<file path="src/rtl/alu_ctrl_pkg.sv">
`default_nettype none
// ============================================================================
// alu_ctrl_pkg : shared types and constants for the ALU-stage hazard control
// Rev 1.0
// ============================================================================
package alu_ctrl_pkg;

  typedef enum logic [1:0] {
    ST_RUN   = 2'd0,
    ST_STALL = 2'd1,
    ST_FLUSH = 2'd2
  } state_e;

  localparam logic [1:0] FWD_RF  = 2'b00;
  localparam logic [1:0] FWD_ALU = 2'b01;
  localparam logic [1:0] FWD_MEM = 2'b10;
  localparam logic [1:0] FWD_WB  = 2'b11;

  // Tracker dest field is sized for the widest supported register file;
  // narrower addresses are zero-extended so comparisons use every bit.
  localparam int DEST_W_MAX = 8;

  typedef struct packed {
    logic                  valid;
    logic                  we;
    logic [DEST_W_MAX-1:0] dest;
    logic                  is_load;
  } trk_entry_t;

endpackage
`default_nettype wire

</file>
<file path="src/rtl/fwd_select.sv">
`default_nettype none
// ============================================================================
// fwd_select : youngest-match bypass priority encoder for one operand
// Rev 1.0
// ============================================================================
module fwd_select
  import alu_ctrl_pkg::*;
#(
  parameter int AW = 8
) (
  input  logic          use_src,
  input  logic [AW-1:0] src,
  input  logic [2:0]    ent_valid,
  input  logic [2:0]    ent_we,
  input  logic [2:0]    ent_load,
  input  logic [AW-1:0] dest0,
  input  logic [AW-1:0] dest1,
  input  logic [AW-1:0] dest2,
  output logic [1:0]    sel
);

  logic hit0;
  logic hit1;
  logic hit2;

  always_comb begin
    // A load sitting in the ALU stage has no result yet, so it cannot bypass.
    hit0 = ent_valid[0] & ent_we[0] & ~ent_load[0] & (dest0 == src);
    hit1 = ent_valid[1] & ent_we[1] & (dest1 == src);
    hit2 = ent_valid[2] & ent_we[2] & (dest2 == src);
    sel  = FWD_RF;
    if (use_src) begin
      if (hit0)      sel = FWD_ALU;
      else if (hit1) sel = FWD_MEM;
      else if (hit2) sel = FWD_WB;
    end
  end

endmodule
`default_nettype wire

</file>
<file path="src/rtl/alu_hazard_ctrl.sv">
`default_nettype none
// ============================================================================
// alu_hazard_ctrl : ALU-stage sequencer - write tracker, bypass selects,
//                   load-use stall, overflow squash/flush and memory freeze
// Rev 1.0
// ============================================================================
module alu_hazard_ctrl
  import alu_ctrl_pkg::*;
#(
  parameter int REG_AW       = 3,
  parameter int FLUSH_CYCLES = 2
) (
  input  logic              clk,
  input  logic              reset,
  input  logic              issue_valid,
  input  logic [REG_AW-1:0] src_a,
  input  logic [REG_AW-1:0] src_b,
  input  logic              use_a,
  input  logic              use_b,
  input  logic [REG_AW-1:0] dest,
  input  logic              we_in,
  input  logic              is_load,
  input  logic              alu_ovf,
  input  logic              mem_busy,
  output logic              enable_alu,
  output logic              decode_hold,
  output logic              we_alu,
  output logic [1:0]        fwd_a,
  output logic [1:0]        fwd_b,
  output logic              squash_alu,
  output logic              flush
);

  localparam int CNT_W = (FLUSH_CYCLES < 1) ? 1 : $clog2(FLUSH_CYCLES + 1);
  localparam logic [CNT_W-1:0] CNT_LOAD = CNT_W'(FLUSH_CYCLES);
  localparam logic [CNT_W-1:0] CNT_ONE  = CNT_W'(1);

  state_e           state_q, state_d;
  logic [CNT_W-1:0] cnt_q, cnt_d;
  trk_entry_t       trk_q [3];
  trk_entry_t       trk_d [3];

  logic [DEST_W_MAX-1:0] src_a_x;
  logic [DEST_W_MAX-1:0] src_b_x;
  logic [DEST_W_MAX-1:0] dest_x;
  logic                  in_flush;
  logic                  ovf;
  logic                  hazard;
  logic                  issue;
  logic [2:0]            ent_valid;
  logic [2:0]            ent_we;
  logic [2:0]            ent_load;

  always_comb begin
    src_a_x                = '0;
    src_b_x                = '0;
    dest_x                 = '0;
    src_a_x[REG_AW-1:0]    = src_a;
    src_b_x[REG_AW-1:0]    = src_b;
    dest_x[REG_AW-1:0]     = dest;

    ent_valid = {trk_q[2].valid,   trk_q[1].valid,   trk_q[0].valid};
    ent_we    = {trk_q[2].we,      trk_q[1].we,      trk_q[0].we};
    ent_load  = {trk_q[2].is_load, trk_q[1].is_load, trk_q[0].is_load};

    in_flush = (state_q == ST_FLUSH);
    ovf      = alu_ovf & trk_q[0].valid & ~in_flush;
    hazard   = issue_valid & trk_q[0].valid & trk_q[0].we & trk_q[0].is_load &
               ((use_a & (trk_q[0].dest == src_a_x)) |
                (use_b & (trk_q[0].dest == src_b_x)));
    issue    = issue_valid & ~mem_busy & ~in_flush & ~hazard & ~ovf;

    enable_alu  = ~mem_busy;
    decode_hold = mem_busy | in_flush | ovf | hazard;
    we_alu      = we_in & issue;
    squash_alu  = ovf & ~mem_busy;
    flush       = in_flush;
  end

  // STALL marks the replay cycle: the single bubble is inserted in the cycle
  // the hazard is seen, so the held instruction issues while the load is in MEM.
  always_comb begin
    state_d = state_q;
    cnt_d   = cnt_q;
    for (int i = 0; i < 3; i++) trk_d[i] = trk_q[i];

    if (!mem_busy) begin
      trk_d[2] = trk_q[1];
      trk_d[1] = trk_q[0];
      if (ovf) trk_d[1].we = 1'b0;
      trk_d[0] = '0;
      if (issue) begin
        trk_d[0].valid   = 1'b1;
        trk_d[0].we      = we_in;
        trk_d[0].dest    = dest_x;
        trk_d[0].is_load = is_load;
      end

      case (state_q)
        ST_RUN, ST_STALL: begin
          if (ovf) begin
            state_d = ST_FLUSH;
            cnt_d   = CNT_LOAD;
          end else if (hazard) begin
            state_d = ST_STALL;
          end else begin
            state_d = ST_RUN;
          end
        end
        ST_FLUSH: begin
          if (cnt_q <= CNT_ONE) begin
            state_d = ST_RUN;
            cnt_d   = '0;
          end else begin
            cnt_d = cnt_q - CNT_ONE;
          end
        end
        default: begin
          state_d = ST_RUN;
          cnt_d   = '0;
        end
      endcase
    end
  end

  always_ff @(posedge clk or negedge reset) begin
    if (!reset) begin
      state_q <= ST_RUN;
      cnt_q   <= '0;
      for (int i = 0; i < 3; i++) trk_q[i] <= '0;
    end else begin
      state_q <= state_d;
      cnt_q   <= cnt_d;
      for (int i = 0; i < 3; i++) trk_q[i] <= trk_d[i];
    end
  end

  fwd_select #(.AW(DEST_W_MAX)) u_fwd_a (
    .use_src   (use_a),
    .src       (src_a_x),
    .ent_valid (ent_valid),
    .ent_we    (ent_we),
    .ent_load  (ent_load),
    .dest0     (trk_q[0].dest),
    .dest1     (trk_q[1].dest),
    .dest2     (trk_q[2].dest),
    .sel       (fwd_a)
  );

  fwd_select #(.AW(DEST_W_MAX)) u_fwd_b (
    .use_src   (use_b),
    .src       (src_b_x),
    .ent_valid (ent_valid),
    .ent_we    (ent_we),
    .ent_load  (ent_load),
    .dest0     (trk_q[0].dest),
    .dest1     (trk_q[1].dest),
    .dest2     (trk_q[2].dest),
    .sel       (fwd_b)
  );

endmodule
`default_nettype wire

</file>
<file path="config.mk">
export PLATFORM = sky130hd
export DESIGN_NAME = alu_hazard_ctrl
export DESIGN_NICKNAME = d
export VERILOG_FILES = /design/src/rtl/alu_ctrl_pkg.sv /design/src/rtl/fwd_select.sv /design/src/rtl/alu_hazard_ctrl.sv
export SDC_FILE = /design/constraint.sdc
export NUM_CORES = 1
export LEC_CHECK = 0
export ABC_AREA = 1
export BUFFER_PORTS_ARGS = -buffer_cell sky130_fd_sc_hd__buf_2
export CAP_MARGIN = 20
export CORE_ASPECT_RATIO = 1.2
export CORE_MARGIN = 2
export CORE_UTILIZATION = 45
export CTS_BUF_LIST = sky130_fd_sc_hd__clkbuf_2
export DETAILED_ROUTE_END_ITERATION = 16
export PLACE_DENSITY = 0.66
export RECOVER_POWER = 25
export SETUP_SLACK_MARGIN = 0.2
export SYNTH_ARGS = -nofsm -noshare
export SYNTH_HDL_FRONTEND = slang
export SYNTH_SLANG_ARGS = --single-unit
</file>
<file path="constraint.sdc">
create_clock -name clk -period 2.6 [get_ports clk]
set_input_delay 0.26 -clock clk [delete_from_list [all_inputs] [get_ports clk]]
set_output_delay 0.26 -clock clk [all_outputs]
set_load 0.05 [all_outputs]
</file>
=== Word-level counts from Yosys, hierarchy flattened ===
Index checks and enable logic that the tools add are counted.

* Equal/unequal tests: 10
* Reduce and logical (&&, ||, !) cells: 4
* Order comparisons: 1
* Bitwise operators: 33
* Add/sub/neg operators: 1
* Multiplexer cells: 17

{| class="wikitable"
|+ Operator list
! kind !! count
|-
| == test 8 x 3 -> 1 bit || 6
|-
| bitwise AND 1 bit || 24
|-
| two-way mux 2 bit || 12
|-
| two-way mux 11 bit || 1
|-
| one-hot mux 2 bit (2 select lines) || 2
|-
| NOT 1 bit || 5
|-
| OR 1 bit || 4
|-
| AND reduction 2 bit || 2
|-
| == test 2 x 1 -> 1 bit, second input constant || 1
|-
| == test 2 bit, second input constant || 1
|-
| less-or-equal comparator 2 x 1 -> 1 bit, second input constant || 1
|-
| zero test 2 bit || 1
|-
| two-way mux 1 bit || 2
|-
| inequality test 2 x 1 -> 1 bit, second input constant || 1
|-
| inequality test 2 bit, second input constant || 1
|-
| OR reduction 2 bit || 1
|-
| subtractor 2 x 1 -> 2 bit, second input constant || 1
|}

* Bits of input ports: 18
* Logic and storage cells: 78
* Bits in registers: 35
* Output and inout port bits: 9

=== Logic depth before layout (Yosys ltp) ===
Gate-level depths: netlist of run 1.

* Word-level depth: 8
* Gate-level depth with buffers: 8
* Gate-level depth less buffers: 8

=== By module ===
Synthesis of run 1 repeated with hierarchy kept, for this count alone.

* Cell total of the unflattened synthesis: 343
* Area, all modules: 2004.4 µm²

{| class="wikitable"
|+ By module, submodules not included
! module !! instances !! area each (µm²) !! cells an instance !! seq. area each (µm²)
|-
| alu_hazard_ctrl || 1 || 1083.5 || 137 || 550.5
|-
| fwd_select || 2 || 460.4 || 103 || 0.0
|}

=== Least setup slack after synthesis of run 1 ===
No wires, ideal clock.

* Path type: reg2out
* Start point: register, netlist name trk_q[3]
* End point: output port fwd_b[0]
* Buffers on the path: 0
* Stages on the path, launching flop included: 6
* Required time: 2.340 ns
* Setup slack: 0.764 ns
* Data arrival time: 1.576 ns
* Cell sequence: dfrtp_1 > a21oi_1 > nand3_1 > nor3_2 > o21ai_1 > a21oi_1

* Word-level cells in the longest chain between the ends: 6

{| class="wikitable"
|+ RTL lines
! item !! line !! RTL
|-
| == test 8 x 3 -> 1 bit || fwd_select.sv:30 || <nowiki>hit2 = ent_valid[2] & ent_we[2] & (dest2 == src);</nowiki>
|-
| bitwise AND 1 bit || fwd_select.sv:30 ||
|-
| two-way mux 2 bit || fwd_select.sv:35 || <nowiki>else if (hit2) sel = FWD_WB;</nowiki>
|-
| two-way mux 2 bit || fwd_select.sv:34 || <nowiki>else if (hit1) sel = FWD_MEM;</nowiki>
|-
| two-way mux 2 bit || fwd_select.sv:33 || <nowiki>if (hit0) sel = FWD_ALU;</nowiki>
|-
| two-way mux 2 bit || fwd_select.sv:32 || <nowiki>if (use_src) begin</nowiki>
|-
| end, declared || alu_hazard_ctrl.sv:29 || <nowiki>output logic [1:0] fwd_b,</nowiki>
|}

Every way passes these cells.

=== Final worst setup path of run 1 ===
* Start point: register, netlist name ent_valid[0]
* End point: output port fwd_a[0]

* Word-level cells in the longest chain between the ends: 5

{| class="wikitable"
|+ RTL lines
! item !! line !! RTL
|-
| bitwise AND 1 bit (3 in series) || fwd_select.sv:28 || <nowiki>hit0 = ent_valid[0] & ent_we[0] & ~ent_load[0] & (dest0 == src);</nowiki>
|-
| two-way mux 2 bit || fwd_select.sv:33 ||
|-
| two-way mux 2 bit || fwd_select.sv:32 ||
|-
| end, declared || alu_hazard_ctrl.sv:28 || <nowiki>output logic [1:0] fwd_a,</nowiki>
|}

Every way passes these cells.

==> impl_metrics.tcl, run 1 <==
set metrics [dict create \
    status "finished, final reports clean" \
    final-hold-violation-count 0 \
    power_leakage_nw 0.737 \
    layout_common_cells "60 x nand2_1, 25 x buf_2, 20 x dfrtp_1" \
    synthesis.nets 187 \
    min_path_type "primary input to flip-flop" \
    min_from "is_load" \
    cts_tree "built" \
    syn_area_per_cell_um2 7.25 \
    drt_iter0_drc 21 \
    io_pins 27 \
    maxClockFrequency_ghz 0.495 \
    path_clk_slew_ns 0.18 \
    timing.final.crit_period_ns 2.02 \
    cts-root-to-sink-buffers 2 \
    global_route.overflow_total 0 \
    die_area_mm2 0.00316 \
    tightest_slew_margin_relative_to_the_limit_pct 30.5 \
    syn_inst 169 \
    drt_first_pass_iters 4 \
    cts.repair_timing.setup_buffer_count 0 \
    synthDistinctLibCells 28 \
    power.total_mw 0.918 \
    synth_warnings 0 \
    numClockSinks 20 \
    layout.cell_area.non_filler_mm2 0.00142 \
    post_cts_hold_buffer_count 1 \
    post_route_cells_drive_above_1_share_pct 21.7 \
    areaGrowthSynthToFinish_pct 15.6 \
    critical_path.reg2reg.startpoint "trk_q[25]$_DFFE_PN0N_" \
    vias 1150 \
    worst_setup_sp "ent_valid[0]$_DFFE_PN0N_" \
    design.final.nets 217 \
    cp-end-kind "primary output" \
    report.final.slew_viol_count 0 \
    start_kind "flip-flop" \
    postRouteAntennaNets 0 \
    sequential_element_share_of_the_synthesized_area_pct 40.9 \
    synth-seq-cells 20 \
    fill_cells 252 \
    timing.critical_path.fanout_max 4 \
    tritoncts.num_buffers 3 \
    timing.final.setup_violations 0 \
    routed_via_density 4.98 \
    fp.coreArea_mm2 0.00255 \
    starting_utilization_of_the_core_area_pct 48.0 \
    globalplace.congestion 0.774 \
    finalWirelength_mm 2.56 \
    post_dp_cell_area_mm2 0.00139 \
    row_count 20 \
    grt_setup_unrepaired "no" \
    largest_net_degree_at_the_start_of_global_routing 26 \
    synthesis.area_mm2 0.00122 \
    insertedDiodeCount 0 \
    grt.total_usage_pct 19.0 \
    cts.root.buffer_cell "clkbuf_2" \
    fp.dieH_um 61.2 \
    path_class "flip-flop to primary output" \
    drv.max_cap_violation_count 0 \
    cts.repair.resized 0 \
    post-route-period-util_pct 77.6 \
    worst-slew-pin-transition_ns 1.04 \
    insertion_delay_ns 0.32 \
    buffer_ports.inserted 26 \
    commonest_non_fill_non_tap_cell_in_the_layout "nand2_1" \
    die_x_um 51.6 \
    yosysTopAreaCellShare_pct 40.9 \
    area_leader_netlist "dfrtp_1" \
    seq_area_um2 500 \
    grt_antenna_before_repair 0 \
    grt_pass1_vias 1030 \
    hold_ws_ns 0.169 \
    power_density_of_the_placed_cells_mw_per_mm2 648 \
    detail_placement_hpwl_mm 2.05 \
    cts_htree_levels 1 \
    avgRoutedWirePerCell_um 11.1 \
    grt_pass1_wl_mm 4.45 \
    multi_input_comb_area_um2 616 \
    cp_data_arrival_time_ns 1.76 \
    power.ir.vdd_worst_uv 487 \
    totalNegativeSetupSlack_ns 0 \
    synthTopCellsByArea "dfrtp_1 41%, nand2_1 18%, inv_1 5.8%, nand4_1 4.6%, o21ai_0 4.5%" \
    drt_drc_violations_left 0 \
    critical_path_data_required_time_ns 2.34 \
    clock_skew_ns 0.00171 \
]
report_power, final:
group          switching [mW]  internal, mW  leakage, nW
Combinational           0.232         0.117        0.462
Sequential             0.0622         0.378        0.261
Clock                  0.0945        0.0334       0.0140
Total                   0.389         0.528        0.737
sequential cells by signal, indices dropped and copies added (netlist names):
register / count
state_q: 2
ent_valid: 3
trk_q: 9
ent_load: 1
ent_we: 3
cnt_q: 2
cells in the mapped netlist:
cell type  instances
clkbuf_1           2
nand3_4            1
dfrtp_1           20
nor4_2             1
nor3_1             2
nor3_2             1
nand3_1            6
inv_4              1
nor2_8             1
nand2_1           60
nor2_1             7
o21a_1             2
inv_1             19
a21oi_2            1
nand2_2            1
nand4_2            1
o22ai_1            1
a21boi_1           1
nand3_2            1
clkinv_2           1
a31oi_1            1
nand4_1            9
xnor2_1            2
o21ai_1            3
xor2_1             2
a21oi_1            6
o21ai_0           11
inv_2              5
area by class of cell:
cell class	count	area share, %
inverter	26	7.16
tap	33	2.92
clock buffer	3	1.06
clock inverter	1	0.265
timing repair buffer	27	9.81
sequential	20	35.3
multi-input combinational	121	43.5
worst max-delay path: stages (launching register included):
cell      delay, ns
dfrtp_1        0.43
inv_1          0.09
nor3_1         0.30
nand4_1        0.16
a21boi_1       0.18
buf_2          0.28
kinds of logic after synthesis:
family	synth area share (%)
buffers and inverters	8.89
AO/OA/AOI/OAI	11.7
XOR/XNOR	2.86
flip-flops	40.9
AND/OR/NAND/NOR	35.6
through the flow:
step | std cells | util (%) | setup WS [ns]
2_1_floorplan | 169 | - | 0.764
3_3_place_gp | 226 | 54.4 | 0.961
3_5_place_dp | 226 | 54.4 | 0.936
4_1_cts | 231 | 55.5 | 0.584
5_1_grt | 231 | 55.5 | 0.372
6_report | 231 | 55.5 | 0.582
per-layer routing:
metal | vias to the layer above | part of all wire, % | wire (um) | track usage (%)
li1 | 607 | - | - | -
met1 | 510 | 46 | 1170 | 24.4
met2 | 28 | 48 | 1220 | 32.6
met3 | 5 | 4.7 | 119 | 1.70
met4 | 0 | 2.0 | 50 | 9.02
met5 | - | 0 | 0 | 0
final timing paths:
| kind | end | slack (ns) | cells after the start |
|---|---|---|---|
| setup / recovery | fwd_a[0] | 0.58 | 5 |
| hold / removal | ent_load[0]$_DFFE_PN0N_ | 0.17 | 3 |
| setup reg to reg | trk_q[25]$_DFFE_PN0N_ | 1.28 | 6 |
| hold reg to reg | ent_valid[2]$_DFFE_PN0N_ | 0.50 | 2 |
| max in group asynchronous | trk_q[2]$_DFFE_PN0N_ | 1.37 | 2 |
| min in group asynchronous | state_q[0]$_DFFE_PN0P_ | 0.61 | 2 |
Note: power is estimated with default switching activity, not from simulation.
==> inputs of run 2 (changes only) <==
- ABC_AREA: 1 -> 0
- PLACE_DENSITY: 0.66 -> 0.69
- clock period: 2.6 -> 1.8 ns (I/O delays scaled with it)
==> run 2 against run 1 <==
Effect of this change: the run now ends with negative setup slack left; largest power group unchanged; first-iteration DRC count is 57% lower; utilization rose by 13 points; sequential power increased by 48%.
==> impl_metrics.tcl, run 2 <==
set metrics [dict create \
    cts-root-to-sink-buffers 2 \
    cp-end-kind "primary output" \
    critical_path.reg2reg.startpoint "trk_q[25]$_DFFE_PN0N_" \
    grt.total_usage_pct 20.4 \
    path_class "flip-flop to primary output" \
    post_route_cells_drive_above_1_share_pct 47.1 \
    path_clk_slew_ns 0.18 \
    worst_slack_ns -0.276 \
    row_count 19 \
    grt_pass1_vias 1074 \
    maxClockFrequency_ghz 0.482 \
    sequential_element_share_of_the_synthesized_area_pct 44.1 \
    ys.flop_type "dfrtp_1" \
    cts.root.buffer_cell "clkbuf_2" \
    yosys.cell_count.top_type "dfrtp_1" \
    grt_util_met1_pct 21.7 \
    timing.final.crit_period_ns 2.08 \
    detail_placement_hpwl_mm 1.99 \
    syn_area_per_cell_um2 9.62 \
    layout.cell_area.non_filler_mm2 0.00161 \
    drt_first_pass_iters 4 \
    power.ir.vdd_worst_uv 755 \
    synthDistinctLibCells 24 \
    routed_via_density 5.36 \
    synthesis.nets 136 \
    number_of_synthesized_flops_with_an_enable_pin 0 \
    drt_drc_violations_left 0 \
    tightest_slew_margin_relative_to_the_limit_pct 27.3 \
    die_area_mm2 0.00294 \
    drt_iter0_drc 9 \
    cts_htree_levels 1 \
    gr-usage-met2_pct 41.1 \
    buffer_ports.inserted 26 \
    avgRoutedWirePerCell_um 14.6 \
    fp.dieH_um 59.0 \
    vias 1008 \
    post_dp_cell_area_mm2 0.00140 \
    post_synth_most_frequent_cells "20 x dfrtp_1, 18 x xor2_1, 17 x nand2_1" \
    area_leader_netlist "dfrtp_1" \
    synth-seq-cells 20 \
    detailedPlace.worstSlack_ns -0.00720 \
    worst-r2r-setup-slack_ns 0.23 \
    synthesis.area_mm2 0.00113 \
    layout_common_cells "18 x dfrtp_1, 18 x buf_2, 16 x xor2_1" \
    synthTopCellsByArea "dfrtp_1 44%, xor2_1 14%, mux2_2 8.9%, nand2_1 5.6%, o21ai_0 5.3%" \
    postRouteAntennaNets 0 \
    critical_path_data_required_time_ns 1.62 \
    grt_busiest_layer "met2" \
    failed_checks "negative setup slack" \
    fp.coreArea_mm2 0.00235 \
    clock_skew_ns 0.00453 \
    grt.met3_usage_pct 1.77 \
    grt_pass1_wl_mm 4.56 \
    ff2ff_path_depth 6 \
    tritoncts.num_buffers 3 \
    cp_data_arrival_time_ns 1.90 \
    numClockSinks 20 \
    die_x_um 49.8 \
    syn_inst 118 \
    globalplace.congestion 0.802 \
    largest_reg_flops 9 \
    final-hold-violation-count 0 \
    insertedDiodeCount 0 \
    async_reset_ff_share_pct 100 \
    yosysTopAreaCellShare_pct 44.1 \
    grt_setup_unrepaired "yes" \
    cp-endpoint "fwd_a[1]" \
    timing.final.setup_violations 6 \
    timing.critical_path.fanout_max 4 \
    post-route-period-util_pct 115 \
    worst-slew-pin-transition_ns 1.09 \
    min_path_type "primary input to flip-flop" \
    finalWirelength_mm 2.75 \
    global_route.overflow_total 0 \
    areaGrowthSynthToFinish_pct 41.8 \
    io_pins 27 \
    power_leakage_nw 0.749 \
    status "finished with violations" \
    power.total_mw 1.41 \
    drv.max_cap_violation_count 0 \
    largest_net_degree_at_the_start_of_global_routing 25 \
    largest_register "trk_q" \
    insertion_delay_ns 0.30 \
    power_density_of_the_placed_cells_mw_per_mm2 879 \
    worst_setup_sp "trk_q[13]$_DFFE_PN0N_" \
    start_kind "flip-flop" \
    cts_tree "built" \
    report.final.slew_viol_count 0 \
    synth_warnings 0 \
    grt_antenna_before_repair 0 \
    design.final.nets 176 \
    starting_utilization_of_the_core_area_pct 48.2 \
    timing.rr.end "state_q[0]$_DFFE_PN0P_" \
]
==> run 2: cell count changes in the layout (fill, tap and decap cells not counted), sizes merged, moves of 9 or more <==
cell | previous run | this run
buf | 25 | 36
inv | 25 | 1
mux2 | 0 | 9
nand2 | 61 | 17
nand4 | 10 | 0
xor2 | 2 | 18
==> run 2: metrics by stage <==
step | instances | TNS (ns) | utilization (%) | hold slack [ns]
3_5_place_dp | 177 | -0.00797 | 59.3 | 0.147
4_1_cts | 187 | -1.07 | 65.0 | 0.112
2_1_floorplan | 118 | 0 | - | -0.116
3_3_place_gp | 177 | 0 | 59.3 | 0.142
6_report | 188 | -1.11 | 68.4 | 0.116
5_1_grt | 188 | -1.75 | 68.4 | 0.115
==> run 2: timing repair <==
action                                 in CTS  in global routing
hold buffers                                1                  0
gates resized for setup                    20                 19
buffers inserted                            5                  1
setup endpoints to repair                   6                 14
endpoints found under the hold margin      20                  0
pin swaps                                   6                  9
==> run 2: how the worst min path moves through the flow <==
| stage | start | end | slack, ns | cells past startpoint |
|---|---|---|---|---|
| floorplan | reset | cnt_q[0]$_DFFE_PN0P_ | -0.12 | 0 |
| global placement | reset | state_q[1]$_DFFE_PN0P_ | 0.14 | 1 |
| detailed placement | reset | state_q[1]$_DFFE_PN0P_ | 0.15 | 1 |
| CTS | dest[0] | trk_q[23]$_DFFE_PN0N_ | 0.11 | 3 |
| global route | dest[0] | trk_q[23]$_DFFE_PN0N_ | 0.11 | 3 |
| finish | dest[0] | trk_q[23]$_DFFE_PN0N_ | 0.12 | 3 |
==> run 2: power breakdown <==
group / total, mW / switching [mW] / internal, mW
Clock: 0.178 / 0.130 / 0.0483
Sequential: 0.651 / 0.0991 / 0.552
Combinational: 0.585 / 0.330 / 0.255
Total: 1.41 / 0.559 / 0.855
==> run 2: final cells by class <==
cell class	count	area (um^2)
flip-flops and latches	20	503
multi-input cells	94	764
well taps	31	38.8
clock inverters	1	3.75
clock buffers	3	15.0
inverters	1	3.75
repair buffers	38	280
fillers	176	744
==> run 2: worst max-delay path, cell delays in order, from the launching register on <==
cell     delay, ns
dfrtp_1       0.46
xor2_1        0.18
or4_4         0.50
o41ai_2       0.07
and3_4        0.24
buf_8         0.14
==> run 2: cell families after synthesis <==
family / count (synthesis) / share of synthesized area (%)
XOR/XNOR: 18 / 13.9
multiplexers: 9 / 8.93
AO/OA/AOI/OAI: 20 / 10.5
AND/OR/NAND/NOR: 47 / 21.2
buffers and inverters: 4 / 1.43
flip-flops: 20 / 44.1
==> run 2: metal layers <==
layer / wire length (um) / vias to the layer above
li1: - / 491
met1: 1050 / 486
met2: 1570 / 27
met3: 91 / 4
met4: 28 / 0
met5: 0 / -
==> inputs of run 3 (changes only) <==
- ABC_AREA: 0 -> 1
==> run 3 against run 2 <==
Effect of this change: critical path depth is 2 higher; highest routed layer unchanged; total power is 17% higher; non-clock buffer count is 4 higher; the run still ends with negative setup slack left.
==> impl_metrics.tcl, run 3 (synthesis results as in run 1) <==
set metrics [dict create \
    hold_ws_ns 0.0811 \
    power_density_of_the_placed_cells_mw_per_mm2 968 \
    routed_via_density 5.13 \
    power_leakage_nw 0.834 \
    fp.dieH_um 61.2 \
    post-route-period-util_pct 104 \
    insertion_delay_ns 0.33 \
    row_count 20 \
    cts.root.buffer_cell "clkbuf_2" \
    cts-root-to-sink-buffers 2 \
    globalplace.congestion 0.883 \
    cp_data_arrival_time_ns 1.70 \
    timing.critical_path.fanout_max 4 \
    layout_common_cells "52 x nand2_1, 18 x buf_2, 17 x dfrtp_1" \
    status "finished with violations" \
    global_route.overflow_total 0 \
    fp.coreArea_mm2 0.00255 \
    finalWirelength_mm 3.01 \
    post_route_cells_drive_above_1_share_pct 39.9 \
    vias 1262 \
    clock_skew_ns 0.0192 \
    commonest_non_fill_non_tap_cell_in_the_layout "nand2_1" \
    totalNegativeSetupSlack_ns -0.140 \
    drv.max_cap_violation_count 0 \
    grt_pass1_wl_mm 4.91 \
    grt_pass1_vias 1210 \
    grt.total_usage_pct 20.5 \
    drt_drc_violations_left 0 \
    min_path_type "primary input to flip-flop" \
    post-route-util_pct 67.2 \
    timing.final.crit_period_ns 1.88 \
    worst_slack_ns -0.0768 \
    power.ir.vdd_worst_uv 755 \
    drt_first_pass_iters 4 \
    largest_register "trk_q" \
    io_pins 27 \
    detailroute.wirelength.met3_um 117 \
    grt_setup_unrepaired "yes" \
    numClockSinks 20 \
    postRouteAntennaNets 0 \
    detail_placement_hpwl_mm 2.15 \
    met2_length_mm 1.62 \
    cp-end-kind "primary output" \
    maxClockFrequency_ghz 0.533 \
    top_signal_layer_used "met4" \
    tritoncts.num_buffers 3 \
    die_x_um 51.6 \
    wl_met1_mm 1.22 \
    fill_cells 239 \
    path_class "flip-flop to primary output" \
    start_kind "flip-flop" \
    post_dp_cell_area_mm2 0.00142 \
    ff2ff_path_depth 8 \
    cts_htree_levels 1 \
    drt_iter0_drc 27 \
    design.final.nets 232 \
    final-hold-violation-count 0 \
    buffer_ports.inserted 26 \
    avgRoutedWirePerCell_um 12.2 \
    failed_checks "negative setup slack" \
    largest_reg_flops 9 \
    cts_tree "built" \
    holdPathStages 3 \
    path_clk_slew_ns 0.21 \
    report.final.slew_viol_count 0 \
    die_area_mm2 0.00316 \
    timing.final.setup_violations 4 \
    worst-slew-pin-transition_ns 1.08 \
    grt_antenna_before_repair 0 \
    starting_utilization_of_the_core_area_pct 48.0 \
    insertedDiodeCount 0 \
    largest_net_degree_at_the_start_of_global_routing 25 \
    tightest_slew_margin_relative_to_the_limit_pct 27.9 \
    critical_path_data_required_time_ns 1.62 \
    layout.cell_area.non_filler_mm2 0.00171 \
    areaGrowthSynthToFinish_pct 39.9 \
]
[run 3: worst paths after layout]
| kind | slack (ns) | endpoint | startpoint |
|---|---|---|---|
| hold reg to reg | 0.54 | ent_we[2]$_DFFE_PN0N_ | ent_we[2]$_DFFE_PN0N_ |
| min in group asynchronous | 0.52 | cnt_q[0]$_DFFE_PN0P_ | reset |
| setup reg to reg | 0.33 | trk_q[23]$_DFFE_PN0N_ | trk_q[25]$_DFFE_PN0N_ |
| setup / recovery | -0.08 | fwd_a[1] | trk_q[2]$_DFFE_PN0N_ |
| hold / removal | 0.08 | trk_q[25]$_DFFE_PN0N_ | dest[2] |
| max in group asynchronous | 0.56 | trk_q[3]$_DFFE_PN0N_ | reset |
[run 3: area by class of cell]
class / count / area (um^2) / area share, %
inverters: 26 / 109 / 6.35
clock buffers: 3 / 15.0 / 0.876
clock inverters: 1 / 30.0 / 1.75
repair buffers: 42 / 299 / 17.4
flip-flops and latches: 20 / 504 / 29.4
well taps: 33 / 41.3 / 2.41
multi-input cells: 121 / 716 / 41.8
[run 3: metal layers]
layer  up-vias  GRT usage, %
li1        631             -
met1       590          23.4
met2        35          39.4
met3         6          2.18
met4         0          7.89
met5         -             0
[run 3: worst max-delay path: stages, from the launching register on]
cell and delay (ns):
dfrtp_1 0.46, nand2_1 0.10, nand2_2 0.07, nor4_4 0.28, buf_4 0.16, a21oi_2 0.03, nor2_2 0.11, buf_6 0.17
[run 3: report_power, final]
part           total, mW  switching [mW]  internal, mW
clock              0.338           0.146         0.192
sequential         0.640          0.0919         0.548
combinational      0.681           0.404         0.277
total               1.66           0.642          1.02
[run 3: what timing repair did]
| action | in CTS | in global routing |
|---|---|---|
| setup buffers | 7 | 6 |
| endpoints found under the setup margin | 7 | 7 |
| resized for setup | 17 | 25 |
| hold buffers | 1 | 0 |
| endpoints found under the hold margin | 20 | 0 |
| pin swaps | 1 | 7 |
[run 3: metrics by stage]
step / power [mW] / worst slack, ns / cells
2_1_floorplan: 1.03 / 0.266 / 169
3_3_place_gp: 1.15 / 0.273 / 228
3_5_place_dp: 1.17 / 0.248 / 228
4_1_cts: 1.58 / -0.0329 / 240
5_1_grt: 1.77 / -0.167 / 246
6_report: 1.66 / -0.0768 / 246
